==> src/rtl/tank_pkg.sv <==
// ============================================================================
// Module   : tank_pkg
// Brief    : Shared types and spawn-point table for the enemy spawn scheduler.
// Revision : 1.0 - initial release
// ============================================================================
`default_nettype none

package tank_pkg;

    typedef enum logic [2:0] {
        IDLE   = 3'd0,
        WAIT   = 3'd1,
        SELECT = 3'd2,
        CHECK  = 3'd3,
        SPAWN  = 3'd4,
        DONE   = 3'd5
    } spawn_state_t;

    localparam int ENEMY_CNT_W = 6;

    localparam logic [9:0] SPAWN_X [3] = '{10'd32, 10'd224, 10'd416};
    localparam logic [9:0] SPAWN_Y [3] = '{10'd32, 10'd32,  10'd32};

endpackage

`default_nettype wire

==> src/rtl/rr_free_slot_arb.sv <==
// ============================================================================
// Module   : rr_free_slot_arb
// Brief    : Combinational search for the first free slot at or after the
//            round-robin pointer, wrapping around the pool.
// Revision : 1.0 - initial release
// ============================================================================
`default_nettype none

module rr_free_slot_arb #(
    parameter int NUM_SLOTS = 2,
    parameter int SLOT_W    = 1
) (
    input  logic [NUM_SLOTS-1:0] i_alive_mask,
    input  logic [SLOT_W-1:0]    i_rr_ptr,
    output logic [NUM_SLOTS-1:0] o_grant,
    output logic                 o_valid
);

    logic [NUM_SLOTS-1:0] w_rot;
    logic [NUM_SLOTS-1:0] w_first;

    // Rotate the free mask so the pointer sits at bit 0, isolate the lowest
    // set bit, then rotate the one-hot back into slot order.
    always_comb begin
        w_rot   = NUM_SLOTS'({~i_alive_mask, ~i_alive_mask} >> i_rr_ptr);
        w_first = w_rot & (~w_rot + NUM_SLOTS'(1));
        o_grant = NUM_SLOTS'(({w_first, w_first} << i_rr_ptr) >> NUM_SLOTS);
        o_valid = |w_rot;
    end

endmodule

`default_nettype wire

==> src/rtl/enemy_spawn_ctrl.sv <==
// ============================================================================
// Module   : enemy_spawn_ctrl
// Brief    : Schedules enemy tank (re)spawns over a slot pool and rotating
//            spawn points. Optional macro SPAWN_FREEZE_EN adds freeze_i.
// Revision : 1.0 - initial release
// ============================================================================
`default_nettype none

module enemy_spawn_ctrl
    import tank_pkg::*;
#(
    parameter int NUM_SLOTS       = 2,
    parameter int TOTAL_ENEMIES   = 20,
    parameter int SPAWN_DELAY_SEC = 3,
    parameter int NUM_SPAWN_PTS   = 3
) (
    input  logic                 clk_i,
    input  logic                 reset_ni,
    input  logic                 start_i,
    input  logic                 tick_1s_i,
`ifdef SPAWN_FREEZE_EN
    input  logic                 freeze_i,
`endif
    input  logic [NUM_SLOTS-1:0] slot_die_i,
    input  logic                 spawn_blocked_i,
    output logic [NUM_SLOTS-1:0] slot_revive_o,
    output logic [9:0]           spawn_x_o,
    output logic [9:0]           spawn_y_o,
    output logic [NUM_SLOTS-1:0] alive_mask_o,
    output logic [5:0]           enemy_left_o,
    output logic                 all_cleared_o
);

    localparam int         c_slot_w = (NUM_SLOTS > 1) ? $clog2(NUM_SLOTS) : 1;
    localparam logic [1:0] c_pts_m1 = 2'(NUM_SPAWN_PTS - 1);
    localparam logic [3:0] c_delay  = 4'(SPAWN_DELAY_SEC);

    spawn_state_t               r_state;
    spawn_state_t               w_state_nxt;
    logic [ENEMY_CNT_W-1:0]     r_pending;
    logic [ENEMY_CNT_W-1:0]     w_pending_nxt;
    logic [ENEMY_CNT_W-1:0]     r_enemy_left;
    logic [ENEMY_CNT_W-1:0]     w_left_nxt;
    logic [NUM_SLOTS-1:0]       r_alive;
    logic [NUM_SLOTS-1:0]       w_alive_nxt;
    logic [NUM_SLOTS-1:0]       r_sel_oh;
    logic [NUM_SLOTS-1:0]       w_grant;
    logic                       w_grant_valid;
    logic [c_slot_w-1:0]        r_rr;
    logic [c_slot_w-1:0]        w_rr_nxt;
    logic [3:0]                 r_delay;
    logic [1:0]                 r_pt_idx;
    logic [1:0]                 w_pt_inc;
    logic [1:0]                 r_block_cnt;
    logic                       w_block_last;
    logic                       w_freeze;

`ifdef SPAWN_FREEZE_EN
    assign w_freeze = freeze_i;
`else
    assign w_freeze = 1'b0;
`endif

    rr_free_slot_arb #(
        .NUM_SLOTS (NUM_SLOTS),
        .SLOT_W    (c_slot_w)
    ) u_arb (
        .i_alive_mask (r_alive),
        .i_rr_ptr     (r_rr),
        .o_grant      (w_grant),
        .o_valid      (w_grant_valid)
    );

    assign w_pt_inc     = (r_pt_idx == c_pts_m1) ? 2'd0 : r_pt_idx + 2'd1;
    assign w_block_last = (r_block_cnt == c_pts_m1);

    always_ff @(posedge clk_i or negedge reset_ni) begin
        if (!reset_ni) begin
            r_state <= IDLE;
        end else begin
            r_state <= w_state_nxt;
        end
    end

    always_comb begin
        w_state_nxt = r_state;
        if (start_i) begin
            w_state_nxt = WAIT;
        end else begin
            case (r_state)
                IDLE: w_state_nxt = IDLE;
                WAIT: begin
                    if (!w_freeze) begin
                        if (r_delay == 4'd0 && r_pending != '0 && w_grant_valid) begin
                            w_state_nxt = SELECT;
                        end else if (r_pending == '0 && r_alive == '0) begin
                            w_state_nxt = DONE;
                        end
                    end
                end
                SELECT: w_state_nxt = w_grant_valid ? CHECK : WAIT;
                CHECK: begin
                    if (!spawn_blocked_i) begin
                        w_state_nxt = SPAWN;
                    end else if (w_block_last) begin
                        w_state_nxt = WAIT;
                    end
                end
                SPAWN:   w_state_nxt = WAIT;
                DONE:    w_state_nxt = DONE;
                default: w_state_nxt = IDLE;
            endcase
        end
    end

    always_comb begin
        w_rr_nxt = '0;
        for (int s = 0; s < NUM_SLOTS; s++) begin
            if (r_sel_oh[s]) begin
                w_rr_nxt = c_slot_w'((s + 1) % NUM_SLOTS);
            end
        end
    end

    // Die and spawn in one cycle both land; the selected slot is never alive.
    always_comb begin
        if (start_i) begin
            w_alive_nxt   = '0;
            w_pending_nxt = ENEMY_CNT_W'(TOTAL_ENEMIES);
        end else begin
            w_alive_nxt   = r_alive;
            w_pending_nxt = r_pending;
            if (r_state != IDLE) begin
                w_alive_nxt = r_alive & ~slot_die_i;
            end
            if (r_state == SPAWN) begin
                w_alive_nxt = w_alive_nxt | r_sel_oh;
                if (r_pending != '0) begin
                    w_pending_nxt = r_pending - ENEMY_CNT_W'(1);
                end
            end
        end
        w_left_nxt = w_pending_nxt;
        for (int s = 0; s < NUM_SLOTS; s++) begin
            if (w_alive_nxt[s]) begin
                w_left_nxt = w_left_nxt + ENEMY_CNT_W'(1);
            end
        end
    end

    always_ff @(posedge clk_i or negedge reset_ni) begin
        if (!reset_ni) begin
            r_alive      <= '0;
            r_pending    <= '0;
            r_enemy_left <= '0;
            r_delay      <= 4'd0;
            r_rr         <= '0;
            r_pt_idx     <= 2'd0;
            r_block_cnt  <= 2'd0;
            r_sel_oh     <= '0;
        end else begin
            r_alive      <= w_alive_nxt;
            r_pending    <= w_pending_nxt;
            r_enemy_left <= w_left_nxt;
            if (start_i) begin
                r_delay     <= 4'd0;
                r_block_cnt <= 2'd0;
            end else begin
                case (r_state)
                    WAIT: begin
                        if (tick_1s_i && !w_freeze && r_delay != 4'd0) begin
                            r_delay <= r_delay - 4'd1;
                        end
                    end
                    SELECT: begin
                        r_sel_oh    <= w_grant;
                        r_block_cnt <= 2'd0;
                    end
                    CHECK: begin
                        if (spawn_blocked_i) begin
                            r_pt_idx    <= w_pt_inc;
                            r_block_cnt <= r_block_cnt + 2'd1;
                            // Every point tried: back off one second before retrying.
                            if (w_block_last) begin
                                r_delay <= 4'd1;
                            end
                        end
                    end
                    SPAWN: begin
                        r_rr     <= w_rr_nxt;
                        r_pt_idx <= w_pt_inc;
                        r_delay  <= c_delay;
                    end
                    default: ;
                endcase
            end
        end
    end

    always_comb begin
        slot_revive_o = (r_state == SPAWN) ? r_sel_oh : '0;
        all_cleared_o = (r_state == DONE);
    end

    assign spawn_x_o    = SPAWN_X[r_pt_idx];
    assign spawn_y_o    = SPAWN_Y[r_pt_idx];
    assign alive_mask_o = r_alive;
    assign enemy_left_o = r_enemy_left;

endmodule

`default_nettype wire

==> config.mk <==
export PLATFORM = sky130hd
export DESIGN_NAME = enemy_spawn_ctrl
export DESIGN_NICKNAME = d
export VERILOG_FILES = /design/src/rtl/tank_pkg.sv /design/src/rtl/rr_free_slot_arb.sv /design/src/rtl/enemy_spawn_ctrl.sv
export SDC_FILE = /design/constraint.sdc
export NUM_CORES = 1
export LEC_CHECK = 0
export CORE_MARGIN = 2
export CORE_UTILIZATION = 45
export CTS_CLUSTER_SIZE = 28
export DETAILED_ROUTE_END_ITERATION = 7
export PLACE_DENSITY = 0.74
export SLEW_MARGIN = 30
export SYNTH_ARGS = -nofsm -noshare
export SYNTH_HDL_FRONTEND = slang
export SYNTH_HIERARCHICAL = 1
export SYNTH_SLANG_ARGS = --single-unit
==> constraint.sdc <==
create_clock -name clk_i -period 3.9 [get_ports clk_i]
set_input_delay 0.975 -clock clk_i [delete_from_list [all_inputs] [get_ports clk_i]]
set_output_delay 0.975 -clock clk_i [all_outputs]
set_load 0.02 [all_outputs]
==> metrics.txt <==
first-pass GRT wire length 6620 um; Synth Register Bits 28; top cells by area, synth dfrtp_1 36%, ha_1 7.7%, buf_4 6.6%, nor2_1 5.6%, nand2_1 3.1%; DP HPWL 2870 um; worst-path fanout max 13; slowest library cell on the worst path clkdlybuf4s50_1; Pleak 0.968 nW; Worst-Skew Late Latency 280 ps; initial core utilization 47.4%; number of synthesized flops with an enable pin 0; Resized Gates After CTS 0; fill count 387; final setup fails 0; Die Area slightly below 5000 um2; Worst VDD drop roughly 200 uV; Tmin final 2900 ps; final wirelength about 3800 um; Netlist Area Pre-Place roughly 1900 um2; drt first pass iters 4; Post-CTS Setup Bufs 0; # DRC 0; Vert. Die Dim about 70 um; via density per instance 5.24; crit path capture type output port; Max Slew Vio Count 0; H-tree levels 1; Cells after Synth 215; Layout Area Growth over Synthesis 13.2%; setup TNS 0 ps; fin crit share 74.4%; CTS buffer count 3; Nets 253; area post-placement approximately 2100 um2; Setup Skew 3.37 ps; DP Cell Count 279; max_cap viols 0; Critical Path RT 2920 ps; FP Rows 23; share of the synthesized area in the top cell type 36.2%; Routed WL per cell 13.4 um; Longest Clk Path Bufs 2; initial antenna violation count 0; main flop type after synthesis dfrtp_1; crit-path cells nor2b_1 -> and3_1 -> clkdlybuf4s50_1; DR vias between 1000 and 1500; I/O Buffers 22; Yosys top cell by area dfrtp_1; Reg clk slew, reported paths approximately 90 ps; PD cells 564 nW/um2; worst-margin pin slew 498 ps; CTS Sinks 28; Slew headroom between 60 and 70%; RSZ-0062 raised after global routing no; DP Worst Slack roughly 910 ps; vias in the first global route 1464; num ports 38; CP peak stage delay 600 ps; Fin. Hold Viols 0; FFs w/ async S/R, synth between 90% and 100%; Max Clock Freq 0.345 GHz; warnings from Yosys 6; sequential-to-total area share from yosys stat 36.2%; post-cts hold buffer count 0; CTS root buf clkbuf_8; CTS tree yes; total grt overflow 0; gr usage total between 15 and 20%; # diodes 0; Final WS setup 998 ps; Post-DRT Antenna Nets 0; WP data arrival 1930 ps; DRT iter0 DRCs 79; Core Region 4090 um2; Synth Area per Inst 9.01 um2; hold slack final 505 ps; chip width 69.6 um; layout cells sized above 1 about 7.7%; CP Launch Type register; worst hold path type register to register; routability congestion estimate from global placement about 0.81; status complete, no violations; kind of critical path register to output port; Yosys cell types 51; final std cells w/o fill 283; final instance area 2190 um2; pin count of the biggest net entering global routing 29
-- worst max-delay path, delay by kind of cell (launching register included) --
kind	cells	cell delay, ps
DFF	1	540
and+or+nand+nor	2	510
buffers and inverters	1	600
-- flip-flops by register name (all words and copies together), names as in the netlist --
name,count
enemy_left_o,6
r_pending,6
r_delay,4
r_state,3
alive_mask_o,2
r_block_cnt,2
r_pt_idx,2
r_sel_oh,2
r_rr,1
-- cell families (layout without fill, tap and decap cells) --
group | count (synthesis) | after routing | share of synthesized area [%]
xor gates and xnor gates | 9 | 9 | 4.84
DFF | 28 | 28 | 36.2
muxes | 8 | 8 | 4.39
other | 1 | 15 | 0.193
adders and majority gates | 12 | 12 | 7.75
and+or+nand+nor | 79 | 79 | 21.2
buffers and inverters | 40 | 44 | 11.9
AOI/OAI and AO/OA | 38 | 38 | 13.6
-- per-stage QoR --
stage	total power, mW	utilization (%)
CTS	1.24	53.7
detailed placement	1.01	51.9
floorplan	0.864	-
finish	1.24	53.7
global route	1.34	53.7
global placement	0.992	51.9
-- worst paths after layout --
path                            start                to  slack, ps  cells past startpoint
max                        r_state[2]  slot_revive_o[1]       1000                      3
min                        r_delay[3]        r_delay[3]        500                      1
max reg2reg                r_state[2]   enemy_left_o[5]       1020                     10
min reg2reg                r_delay[3]        r_delay[3]        500                      1
max in group asynchronous    reset_ni       r_pt_idx[1]       2570                      2
min in group asynchronous    reset_ni        r_delay[2]       1060                      2
-- area by class of cell --
type	instances	area, um2	share of cell area [%]
clock buffers	3	41.3	1.88
clock inverters	1	30.0	1.37
inverters	15	56.3	2.57
multi-input cells	161	1060	48.3
flip-flops and latches	28	701	31.9
well taps	50	62.6	2.85
repair buffers	25	243	11.1
-- layout by cell type, fill, tap and decap left out, types with 5 or more instances in the layout --
cell type,count
a21oi_1,8
and3_1,5
clkdlybuf4s50_1,22
conb_1,15
dfrtp_1,28
ha_1,12
inv_1,15
nand2_1,16
nor2_1,29
nor3_1,5
o21ai_0,8
-- where the power goes --
part	internal [mW]	switching [mW]	total, mW	leakage, nW
clock network	0.138	0.0925	0.230	0.0357
logic	0.244	0.345	0.589	0.575
registers	0.354	0.0639	0.418	0.357
total	0.736	0.501	1.24	0.968
-- layer usage --
metal	track usage (%)	part of all wire [%]	vias to the layer above
met5	0	0	-
met4	7.26	2.1	0
met3	1.89	3.0	5
met2	29.0	48	34
met1	21.5	47	705
li1	-	-	740
-- synthesized netlist by cell type, types with 2 or more instances --
| cell | count |
|---|---|
| a311oi_1 | 2 |
| dfrtp_1 | 28 |
| clkbuf_1 | 5 |
| inv_1 | 15 |
| o31ai_1 | 4 |
| nor3_1 | 5 |
| nor2_1 | 29 |
| ha_1 | 12 |
| xnor2_1 | 3 |
| nand3_1 | 3 |
| a22oi_1 | 3 |
| xor2_1 | 4 |
| nand4_1 | 2 |
| nand2b_1 | 2 |
| a21oi_1 | 8 |
| a31oi_1 | 2 |
| nand2_1 | 16 |
| a211oi_1 | 2 |
| and3_1 | 5 |
| nor2b_1 | 3 |
| buf_6 | 2 |
| mux2i_1 | 4 |
| mux2_2 | 4 |
| buf_4 | 17 |
| o21ai_0 | 8 |
| nor4_1 | 2 |
(Power assumes the default switching activity.)
==> RTL edit 1, RTL diff (same settings) <==
Re-encode `spawn_state_t` (6 states) as Gray code, 3 bits wide.
--- a/src/rtl/tank_pkg.sv
+++ b/src/rtl/tank_pkg.sv
@@ -8,12 +8,12 @@
 package tank_pkg;
 
     typedef enum logic [2:0] {
-        IDLE   = 3'd0,
-        WAIT   = 3'd1,
-        SELECT = 3'd2,
-        CHECK  = 3'd3,
-        SPAWN  = 3'd4,
-        DONE   = 3'd5
+        IDLE   = 3'b000,
+        WAIT   = 3'b001,
+        SELECT = 3'b011,
+        CHECK  = 3'b010,
+        SPAWN  = 3'b110,
+        DONE   = 3'b111
     } spawn_state_t;
 
     localparam int ENEMY_CNT_W = 6;
Formal check against the unedited RTL: same outputs for any inputs over 10 cycles, from zero or initial values and one cycle with reset_ni low; not proved beyond that.
==> RTL edit 1 against the unedited design <==
Synthesized cell count rose by 1.4%. Total power is 13% lower. Die area increased by 0.73%. Non-clock buffer count did not move. Core utilization rose by 0.95 points. Register-to-register slack worse by 0.36 ns. Count of clock-buffer cells in the layout did not move. Sequential cell count is the same. Synthesized area up 0.77%. Cell count increased by 1.8%. Routed wire length shrank 0.24%. Worst setup slack got worse by 0.34 ns. Sequential share of layout area fell by 0.56 points. Design area is 1.8% higher. Critical path type is now reg2reg. Critical endpoint is now enemy_left_o[4]$_DFF_PN0_. Largest cell class unchanged.
==> RTL edit 1: results (changes against the unedited design) <==
| Metric | Value |
|---|---|
| Clk cell area share | 3.195% (was 3.252%) |
| Skew final | 0.01239 ns (was 0.003370 ns) |
| Fraction of area in multi-input gates | 49.89% (was 48.32%) |
| Initial DRC count | 90 (was 79) |
| GR Layer Usage met3 | 2.165% (was 1.890%) |
| Outcome | finished clean (unchanged) |
| Vias per cell | 5.399 (was 5.244) |
| HPWL Detailed | 2.849 mm (was 2.866 mm) |
| Layout cell share with drive strength beyond 1 | 9.664% (was 7.725%) |
| Placed cell count | 284 (was 279) |
| Dpl cell area | 0.002161 mm^2 (was 0.002122 mm^2) |
| Worst Path Max Fanout | 5 (was 13) |
| Slew HR | 58.46% (was 66.68%) |
| WL final | 3.783 mm (was 3.792 mm) |
| Top cells by count, synth | 28 x dfrtp_1, 25 x nor2_1, 17 x buf_4, 13 x nand2_1 (was 29 x nor2_1, 28 x dfrtp_1, 17 x buf_4, 16 x nand2_1, 15 x inv_1) |
| WHS Endpoint | r_rr$_DFFE_PN0P_ (was r_delay[3]$_DFFE_PN0P_) |
| Met2 Wirelength | 1.693 mm (was 1.831 mm) |
| M1 GR Usage | 21.47% (was 21.49%) |
| Max incr delay on CP | 0.46 ns (was 0.60 ns) |
| Hold slack | 0.5220 ns (was 0.5049 ns) |
| Crit Path Category | reg2reg (was reg2out) |
| Worst Setup EP | enemy_left_o[4]$_DFF_PN0_ (was slot_revive_o[1]) |
| First-pass GRT wire length | 6.582 mm (was 6.624 mm) |
| Slowest cell on the critical path | dfrtp_1 (was clkdlybuf4s50_1) |
| Vias in the first global route | 1458 (was 1464) |
| Total GRT Usage | 16.51% (was 16.88%) |
==> RTL edit 1: changes by cell type after synthesis, moves of 3 or more <==
| cell | change |
|---|---|
| o211ai_1 | +3 |
| nor2_1 | -4 |
| a21oi_1 | +3 |
| nand2_1 | -3 |
| a22oi_1 | -3 |
| nand3_1 | +4 |
| nand2b_1 | +3 |
| inv_1 | -4 |
==> RTL edit 1: cells by family (layout without fill, tap and decap cells) <==
| kind of cell | Yosys count | count (layout) | share of synthesized area, % |
|---|---|---|---|
| AO/OA/AOI/OAI | 44 | 44 | 15.57 |
| XOR/XNOR | 6 | 6 | 2.691 |
| adder cells (fa/ha/maj) | 11 | 11 | 7.047 |
| buffers and inverters | 34 | 40 | 9.801 |
| flip-flops | 28 | 28 | 35.87 |
| multiplexers | 7 | 7 | 3.780 |
| other | 1 | 15 | 0.1920 |
| AND/OR/NAND/NOR | 87 | 87 | 25.05 |
==> RTL edit 2, RTL diff (same flow settings) <==
Without the edit above. The option `SPAWN_FREEZE_EN` is turned on by a define.
--- a/src/rtl/enemy_spawn_ctrl.sv
+++ b/src/rtl/enemy_spawn_ctrl.sv
@@ -5,6 +5,8 @@
 // Revision : 1.0 - initial release
 // ============================================================================
 `default_nettype none
+
+`define SPAWN_FREEZE_EN
 
 module enemy_spawn_ctrl
     import tank_pkg::*;
Ports: changed (added freeze_i); port bits go from 38 to 39. The function was not compared with the original's and may differ.
==> RTL edit 2 against the unedited design <==
Non-clock buffer count stayed put. Register-to-register slack better by 0.02 ns. Synthesized area is 5.8% higher. Design area is 3.8% higher. Die area is 5.5% higher. Sequential cell count stayed put. Worst setup slack worse by 0.24 ns. Routed wire length is 4.5% higher. Total power is 26% lower. First-iteration DRC count is 73% higher. Cell count is 3.9% higher. Critical endpoint is now slot_revive_o[0]. Synthesized cell count is 4.7% higher. Count of clock-buffer cells in the layout stayed put.
==> RTL edit 2: results (changes against the unedited design) <==
| Metric | Value |
|---|---|
| Outcome | finished clean (unchanged) |
| Register area share after synthesis | 34.17% (was 36.15%) |
| HPWL Detailed | 2.889 mm (was 2.866 mm) |
| Skew final | 0.001905 ns (was 0.003370 ns) |
| Worst Path Max Fanout | 18 (was 13) |
| Slew HR | 62.45% (was 66.68%) |
| Largest cells by area after synthesis | dfrtp_1 34%, ha_1 6.7%, buf_4 6.6% (was dfrtp_1 36%, ha_1 7.7%, buf_4 6.6%) |
| Min-Delay Path Class | reg2reg (unchanged) |
| Port bufs | 23 (was 22) |
| Vias in the first global route | 1548 (was 1464) |
| First-pass GRT wire length | 7.169 mm (was 6.624 mm) |
| Final net count | 263 (was 253) |
| Crit path DAT | 2.16 ns (was 1.93 ns) |
| Total GRT Usage | 17.26% (was 16.88%) |
| Routed len/inst | 13.48 um (was 13.40 um) |
| Crit path max-delay family | simple AND/OR/NAND/NOR gates (was buffers and inverters) |
| Pre-CTS WS | 0.7294 ns (was 0.9116 ns) |
| Via count | 1613 (was 1484) |
| Unique masters post-synth | 59 (was 51) |
| Initial DRC count | 137 (was 79) |
| Top cells by count, synth | 28 x dfrtp_1, 25 x nor2_1, 18 x buf_4, 14 x inv_1, 13 x nand2_1 (was 29 x nor2_1, 28 x dfrtp_1, 17 x buf_4, 16 x nand2_1, 15 x inv_1) |
| VDD IR max | 241.1 uV (was 201.3 uV) |
| Filler instances | 413 (was 387) |
| GP Congestion | 0.8256 (was 0.8137) |
| Layout cell share with drive strength beyond 1 | 9.091% (was 7.725%) |
| Leakage | 0.9238 nW (was 0.9676 nW) |
[RTL edit 2: layout make-up]
type                       count  area (um^2)  share of cell area, %
timing repair buffer          25        245.2                  10.78
sequential                    28        700.7                  30.79
multi-input combinational    171         1167                  51.29
tap                           52        65.06                  2.859
inverter                      15        56.30                  2.474
clock buffer                   3        41.29                  1.814
[RTL edit 2: kinds of logic (layout without fill, tap and decap cells)]
group | count (synthesis) | count (layout) | synth area share, %
buffers and inverters | 40 | 43 | 11.47
flip-flops | 28 | 28 | 34.17
AND/OR/NAND/NOR | 78 | 78 | 21.17
adder cells (fa/ha/maj) | 11 | 11 | 6.711
XOR/XNOR | 11 | 11 | 5.735
multiplexers | 5 | 5 | 2.806
other | 1 | 15 | 0.1829
AO/OA/AOI/OAI | 51 | 51 | 17.76
[RTL edit 2: final timing paths]
kind	start	end	slack (ns)	cells after the start
worst max-delay path	r_state[0]$_DFFE_PN0P_	slot_revive_o[0]	0.76	3
min in group asynchronous	reset_ni	r_block_cnt[0]$_DFFE_PN0P_	1.07	2
worst max register to register	r_pending[0]$_DFF_PN0_	enemy_left_o[1]$_DFF_PN0_	1.04	11
worst min register to register	r_delay[0]$_DFFE_PN0P_	r_delay[0]$_DFFE_PN0P_	0.47	1
worst min-delay path	r_delay[0]$_DFFE_PN0P_	r_delay[0]$_DFFE_PN0P_	0.47	1
max in group asynchronous	reset_ni	r_delay[2]$_DFFE_PN0P_	2.56	2
[RTL edit 2: worst register-to-register path: cells and delay by family (launching register included)]
| family | cells | cell delay, ns |
|---|---|---|
| adder cells (fa/ha/maj) | 3 | 0.78 |
| AND/OR/NAND/NOR | 4 | 0.75 |
| flip-flops | 1 | 0.45 |
| multiplexers | 1 | 0.27 |
| AO/OA/AOI/OAI | 1 | 0.20 |
| buffers and inverters | 1 | 0.15 |
| XOR/XNOR | 1 | 0.14 |
[RTL edit 2: layer usage]
| layer | track usage [%] | wire [um] | vias to the layer above |
|---|---|---|---|
| met1 | 25.16 | 1960 | 758 |
| met3 | 1.828 | 154 | 5 |
| li1 | - | - | 801 |
| met2 | 26.65 | 1789 | 49 |
| met5 | 0 | 0 | - |
| met4 | 6.289 | 59 | 0 |
[RTL edit 2: stage by stage]
| step | std cells | instance area [um^2] | util (%) |
|---|---|---|---|
| finish | 294 | 2276 | 51.91 |
| floorplan | 239 | 2103 | - |
| detailed placement | 291 | 2235 | 50.97 |
| global route | 294 | 2276 | 51.91 |
| global placement | 291 | 2235 | 50.97 |
| CTS | 294 | 2276 | 51.91 |
[RTL edit 2: where the power goes]
group	switching, mW	internal, mW
sequential	0.0695	0.334
combinational	0.203	0.160
clock	0.0857	0.0694
total	0.358	0.563
